### config.mk
export PLATFORM = sky130hd
export DESIGN_NAME = fetch_decode_buffer
export DESIGN_NICKNAME = d
export VERILOG_FILES = /design/src/rtl/fetch_decode_buffer_pkg.sv /design/src/rtl/fetch_decode_buffer_enable_register.sv /design/src/rtl/fetch_decode_buffer.sv
export SDC_FILE = /design/constraint.sdc
export NUM_CORES = 1
export LEC_CHECK = 0
export ABC_AREA = 1
export CORE_ASPECT_RATIO = 0.7
export CORE_MARGIN = 5
export CORE_UTILIZATION = 50
export DETAILED_ROUTE_END_ITERATION = 8
export HOLD_SLACK_MARGIN = 0.12
export PLACE_DENSITY_LB_ADDON = 0.15
export SYNTH_ARGS = -nofsm -noshare
export SYNTH_HDL_FRONTEND = slang
export SYNTH_HIERARCHICAL = 1
export SYNTH_SLANG_ARGS = --single-unit
export TNS_END_PERCENT = 30
### constraint.sdc
create_clock -name clk -period 1.9 [get_ports clk]
set_input_delay 0.57 -clock clk [delete_from_list [all_inputs] [get_ports clk]]
set_output_delay 0.57 -clock clk [all_outputs]
set_load 0.01 [all_outputs]
### src/rtl/fetch_decode_buffer_pkg.sv
// Shared widths, state encoding and payload type for the fetch/decode buffer.
package fetch_decode_buffer_pkg;

    localparam int unsigned FDB_WORD    = 64;
    localparam int unsigned FDB_INSTR_W = 32;
    localparam int unsigned FDB_CYCLE   = 10;

    typedef enum logic [1:0] {
        FDB_EMPTY = 2'd0,
        FDB_ONE   = 2'd1,
        FDB_FULL  = 2'd2
    } fdb_state_e;

    typedef struct packed {
        logic [FDB_WORD-1:0]    pc;
        logic [FDB_INSTR_W-1:0] instr;
    } fdb_entry_t;

endpackage

### src/rtl/fetch_decode_buffer_enable_register.sv
// D flip-flop bank with synchronous clear and load enable.
module enable_register #(
    parameter int unsigned W = 64
) (
    input  logic         clk,
    input  logic         reset,
    input  logic         en,
    input  logic [W-1:0] d,
    output logic [W-1:0] q
);

    logic [W-1:0] q_q;

    always_ff @(posedge clk) begin
        if (reset) begin
            q_q <= '0;
        end else if (en) begin
            q_q <= d;
        end
    end

    assign q = q_q;

endmodule

### src/rtl/fetch_decode_buffer.sv
// Two-entry skid buffer between fetch and decode; all handshake outputs come
// straight from flops, so out_ready has no combinational path to in_ready.
module fetch_decode_buffer
    import fetch_decode_buffer_pkg::*;
#(
    parameter int unsigned WORD    = FDB_WORD,
    parameter int unsigned INSTR_W = FDB_INSTR_W
) (
    input  logic               clk,
    input  logic               reset,
    input  logic               in_valid,
    output logic               in_ready,
    input  logic [WORD-1:0]    in_pc,
    input  logic [INSTR_W-1:0] in_instr,
    input  logic               flush,
    output logic               out_valid,
    input  logic               out_ready,
    output logic [WORD-1:0]    out_pc,
    output logic [INSTR_W-1:0] out_instr,
    output logic [1:0]         occupancy
);

    fdb_state_e         state_q, state_d;
    logic               out_valid_q, out_valid_d;
    logic               in_ready_q, in_ready_d;
    logic [1:0]         occupancy_q, occupancy_d;

    logic               accept;
    logic               take;
    logic               main_en;
    logic               skid_en;
    logic               main_from_skid;

    logic [WORD-1:0]    main_pc_q, main_pc_d;
    logic [INSTR_W-1:0] main_instr_q, main_instr_d;
    logic [WORD-1:0]    skid_pc_q;
    logic [INSTR_W-1:0] skid_instr_q;

    assign accept = in_valid & in_ready_q;
    assign take   = out_valid_q & out_ready;

    // State and registered handshake outputs
    always_ff @(posedge clk) begin
        if (reset) begin
            state_q     <= FDB_EMPTY;
            out_valid_q <= 1'b0;
            in_ready_q  <= 1'b1;
            occupancy_q <= 2'd0;
        end else begin
            state_q     <= state_d;
            out_valid_q <= out_valid_d;
            in_ready_q  <= in_ready_d;
            occupancy_q <= occupancy_d;
        end
    end

    // Next state, data-stage load enables and next-cycle output values
    always_comb begin
        state_d        = state_q;
        main_en        = 1'b0;
        skid_en        = 1'b0;
        main_from_skid = 1'b0;

        unique case (state_q)
            FDB_EMPTY: begin
                if (accept) begin
                    state_d = FDB_ONE;
                    main_en = 1'b1;
                end
            end
            FDB_ONE: begin
                if (accept && take) begin
                    main_en = 1'b1;
                end else if (accept) begin
                    state_d = FDB_FULL;
                    skid_en = 1'b1;
                end else if (take) begin
                    state_d = FDB_EMPTY;
                end
            end
            FDB_FULL: begin
                if (take) begin
                    state_d        = FDB_ONE;
                    main_en        = 1'b1;
                    main_from_skid = 1'b1;
                end
            end
            default: state_d = FDB_EMPTY;
        endcase

        // Flush drops everything, including a pair handshaked this cycle
        if (flush) begin
            state_d = FDB_EMPTY;
            main_en = 1'b0;
            skid_en = 1'b0;
        end

        out_valid_d = 1'b0;
        in_ready_d  = 1'b1;
        occupancy_d = 2'd0;
        unique case (state_d)
            FDB_ONE: begin
                out_valid_d = 1'b1;
                occupancy_d = 2'd1;
            end
            FDB_FULL: begin
                out_valid_d = 1'b1;
                in_ready_d  = 1'b0;
                occupancy_d = 2'd2;
            end
            default: ;
        endcase

        main_pc_d    = main_from_skid ? skid_pc_q    : in_pc;
        main_instr_d = main_from_skid ? skid_instr_q : in_instr;
    end

    enable_register #(.W(WORD)) u_main_pc (
        .clk   (clk),
        .reset (reset),
        .en    (main_en),
        .d     (main_pc_d),
        .q     (main_pc_q)
    );

    enable_register #(.W(INSTR_W)) u_main_instr (
        .clk   (clk),
        .reset (reset),
        .en    (main_en),
        .d     (main_instr_d),
        .q     (main_instr_q)
    );

    enable_register #(.W(WORD)) u_skid_pc (
        .clk   (clk),
        .reset (reset),
        .en    (skid_en),
        .d     (in_pc),
        .q     (skid_pc_q)
    );

    enable_register #(.W(INSTR_W)) u_skid_instr (
        .clk   (clk),
        .reset (reset),
        .en    (skid_en),
        .d     (in_instr),
        .q     (skid_instr_q)
    );

    assign in_ready  = in_ready_q;
    assign out_valid = out_valid_q;
    assign occupancy = occupancy_q;
    assign out_pc    = main_pc_q;
    assign out_instr = main_instr_q;

endmodule

==> metrics.md, run 1 <==
| Metric | Value |
|---|---|
| TNS Setup | 0 ns |
| Max-Cap Viols | 0 |
| Area after DPL | 12000 um^2 |
| Actual slew at the worst max-slew pin | 0.316 ns |
| Fin worst setup slack | 0.0593 ns |
| Cell row count | 42 |
| DIE HEIGHT | 126 um |
| GRT Total Usage | 0.214 |
| Antenna cells | 0 |
| Largest net degree at the start of global routing | 73 |
| Routability cong. | 0.775 |
| Final clock skew | 0.00654 ns |
| Setup violators final | 0 |
| YS warnings | 6 |
| Post-route cell area | 12700 um^2 |
| Worst IR drop on VDD | 456 uV |
| GR Overflow Total | 0 |
| Drt first pass iters | 5 |
| H-tree depth | 4 |
| Average size of a mapped cell | 6.13 um^2 |
| Layout area overhead | 31.1% |
| Cell variety after synth | 15 |
| Dominant cell type by area after synthesis | dfxtp_1 |
| R2R Path Start | state_q[0] |
| ANT nets after route | 0 |
| Starting Density | 0.511 |
| Clock Sinks | 198 |
| Pre-CTS WS | -0.264 ns |
| CP endpoint kind | output pin |
| Worst-path fanout max | 1 |
| Clock Tree Buf Depth | 2 |
| Die Wd | 176 um |
| Vias | 9087 |
| Fraction of registers with async set/reset | 0 |
| Kind of critical path | reg2out |
| CTS tree | yes |
| Hold Startpoint | u_main_instr/q[3] |
| Total power | 0.00941 W |
| Number of synthesized register bits | 198 |
| Setup Buffers After CTS | 0 |
| DP HPWL | 15.9 mm |
| FF-to-FF path depth | 8 |
| Core box area | 19000 um^2 |
| CP arrival | 1.27 ns |
| CTS buffer count | 17 |
| Cell with the most instances after synthesis | nand2_1 |
| CP Launch Type | flop |
| Critical Path Start | occupancy[1] |
| Fin nets | 1865 |
| FF+latch area | 3960 um^2 |
| Crit share post-route | 0.969 |
| Post-Route WL | 24.2 mm |
| Clock root cell | clkbuf_16 |
| Antenna violations before repair | 1 |
| IO Port Bufs | 200 |
| Number of global-route vias before repair | 8162 |
| Fmax achieved | 0.543 GHz |
| DIE AREA | 22300 um^2 |
| Non-Filler Instances | 2037 |
| CP max stage cell | clkdlybuf4s50_1 |
| Worst slew margin | 0.789 |
| Area of the multi-input gates | 4250 um^2 |
| Hold Path Class | reg2reg |
| Hold Fails Final Rpt | 0 |
| Worst Path Buf+Inv | 1 |
| DRC violations left | 0 |
| Vias per Instance | 4.46 |
| Clock transition at the registers of the reported paths | 0.08 ns |
| Number of top-level pins | 201 |
| Synthesized area | 9690 um^2 |
| Clk Latency, worst-skew pair | 0.43 ns |
| Synth Flop Type | dfxtp_1 |
| Fill count | 1704 |
| Outcome | complete, no violations |
| RSZ-0062 raised after global routing | no |
| Mapped Cells | 1581 |
| First-pass GRT wire length | 40.0 mm |
| Crit path to | occupancy[1] |
| Post-synth top area share | 0.409 |
| Max stage delay on crit path | 0.53 ns |
| Register-to-register setup slack | 0.35 ns |
| Final min period | 1.84 ns |
| Leak pwr | 7.39 nW |
| Final slew viol count | 0 |
| CP top delay family | buffers and inverters |
| Top cells by area, synth | dfxtp_1 (41%), nand2_1 (23%), nor2_1 (15%), inv_1 (7.9%), nand3_1 (5.1%) |
| Critical path cell sequence | clkdlybuf4s50_1 |
| R2R Path End | out_valid |
| Seq/Total Area, Yosys | 0.409 |
| WP data required | 1.33 ns |
| Iteration-0 DRC count of the detailed router | 700 |
| Inst Count DP | 2006 |
| PwrDens | 741 nW/um^2 |
| Top post-synthesis cells by count | nand2_1 (586), nor2_1 (393), inv_1 (205) |
| Layout cell share with drive strength beyond 1 | 0.0508 |
| Synthesized net count | 1685 |
| Critical path depth | 1 |
| WL/cell | 11.9 um |
| EDFF count, synth | 0 |
-- logic make-up after synthesis --
| logic type | count (synthesis) | synth area share |
|---|---|---|
| buf+inv | 299 | 0.153 |
| flops | 198 | 0.409 |
| simple gates | 1079 | 0.433 |
| compound gates | 2 | 0.00103 |
| fa+ha+maj | 3 | 0.00387 |
-- layout make-up --
class | instances | share of cell area
Clock buffer | 19 | 0.0357
Sequential cell | 198 | 0.312
Inverter | 209 | 0.0623
Clock inverter | 12 | 0.00906
Multi-Input combinational cell | 1084 | 0.335
Timing Repair Buffer | 251 | 0.220
Tap cell | 264 | 0.0260
-- routing by layer --
metal | share of wire | wire, um | track usage
met1 | 0.47 | 11400 | 0.288
met2 | 0.45 | 11000 | 0.345
met3 | 0.058 | 1400 | 0.0532
met4 | 0.015 | 357 | 0.0578
met5 | 0.00054 | 13 | 0
-- timing repair --
action,in CTS,in global routing
hold buffers,0,0
gates resized for setup,42,56
endpoints found under the setup margin,42,56
-- registers in the layout (all words and copies together), names as in the netlist --
| signal | cells |
|---|---|
| u_main_pc/q | 64 |
| u_skid_pc/q | 64 |
| u_main_instr/q | 32 |
| u_skid_instr/q | 32 |
| occupancy | 2 |
| state_q | 2 |
| in_ready | 1 |
| out_valid | 1 |
-- through the flow --
stage | hold slack, ns | util
CTS | 0.469 | 0.662
global placement | 0.456 | 0.635
finish | 0.468 | 0.670
global route | 0.488 | 0.670
detailed placement | 0.462 | 0.635
floorplan | 0.450 | -
-- how the worst min path moves through the flow --
stage | endpoint | cells after the start | slack, ns
floorplan | u_skid_instr/q[0] | 2 | 0.45
global placement | u_main_pc/q[48] | 2 | 0.46
detailed placement | u_main_pc/q[56] | 2 | 0.46
CTS | u_main_pc/q[2] | 2 | 0.47
global route | u_skid_instr/q[3] | 2 | 0.49
finish | u_main_instr/q[3] | 2 | 0.47
-- layout by cell type, fill, tap and decap left out, types with 5 or more instances in the layout --
master	n
nand3_1	98
inv_8	5
dfxtp_1	198
clkinv_4	5
clkbuf_16	17
nor2_1	392
nand2_1	586
dlymetal6s2s_1	56
buf_4	25
buf_12	26
inv_1	204
dlygate4sd2_1	42
clkdlybuf4s50_1	102
-- power breakdown --
group	internal, W	total (W)	switching (W)
Clock	0.00180	0.00351	0.00172
Combinational	0.000708	0.00145	0.000742
Sequential	0.00435	0.00445	0.0000984
No activity file was read; power rests on OpenSTA's default activity.
==> run 2: changes to the inputs <==
CAP_MARGIN = 10   (was not set)
==> results of run 2 <==
The final DEF is identical to that of run 1; final timing and power are the same.
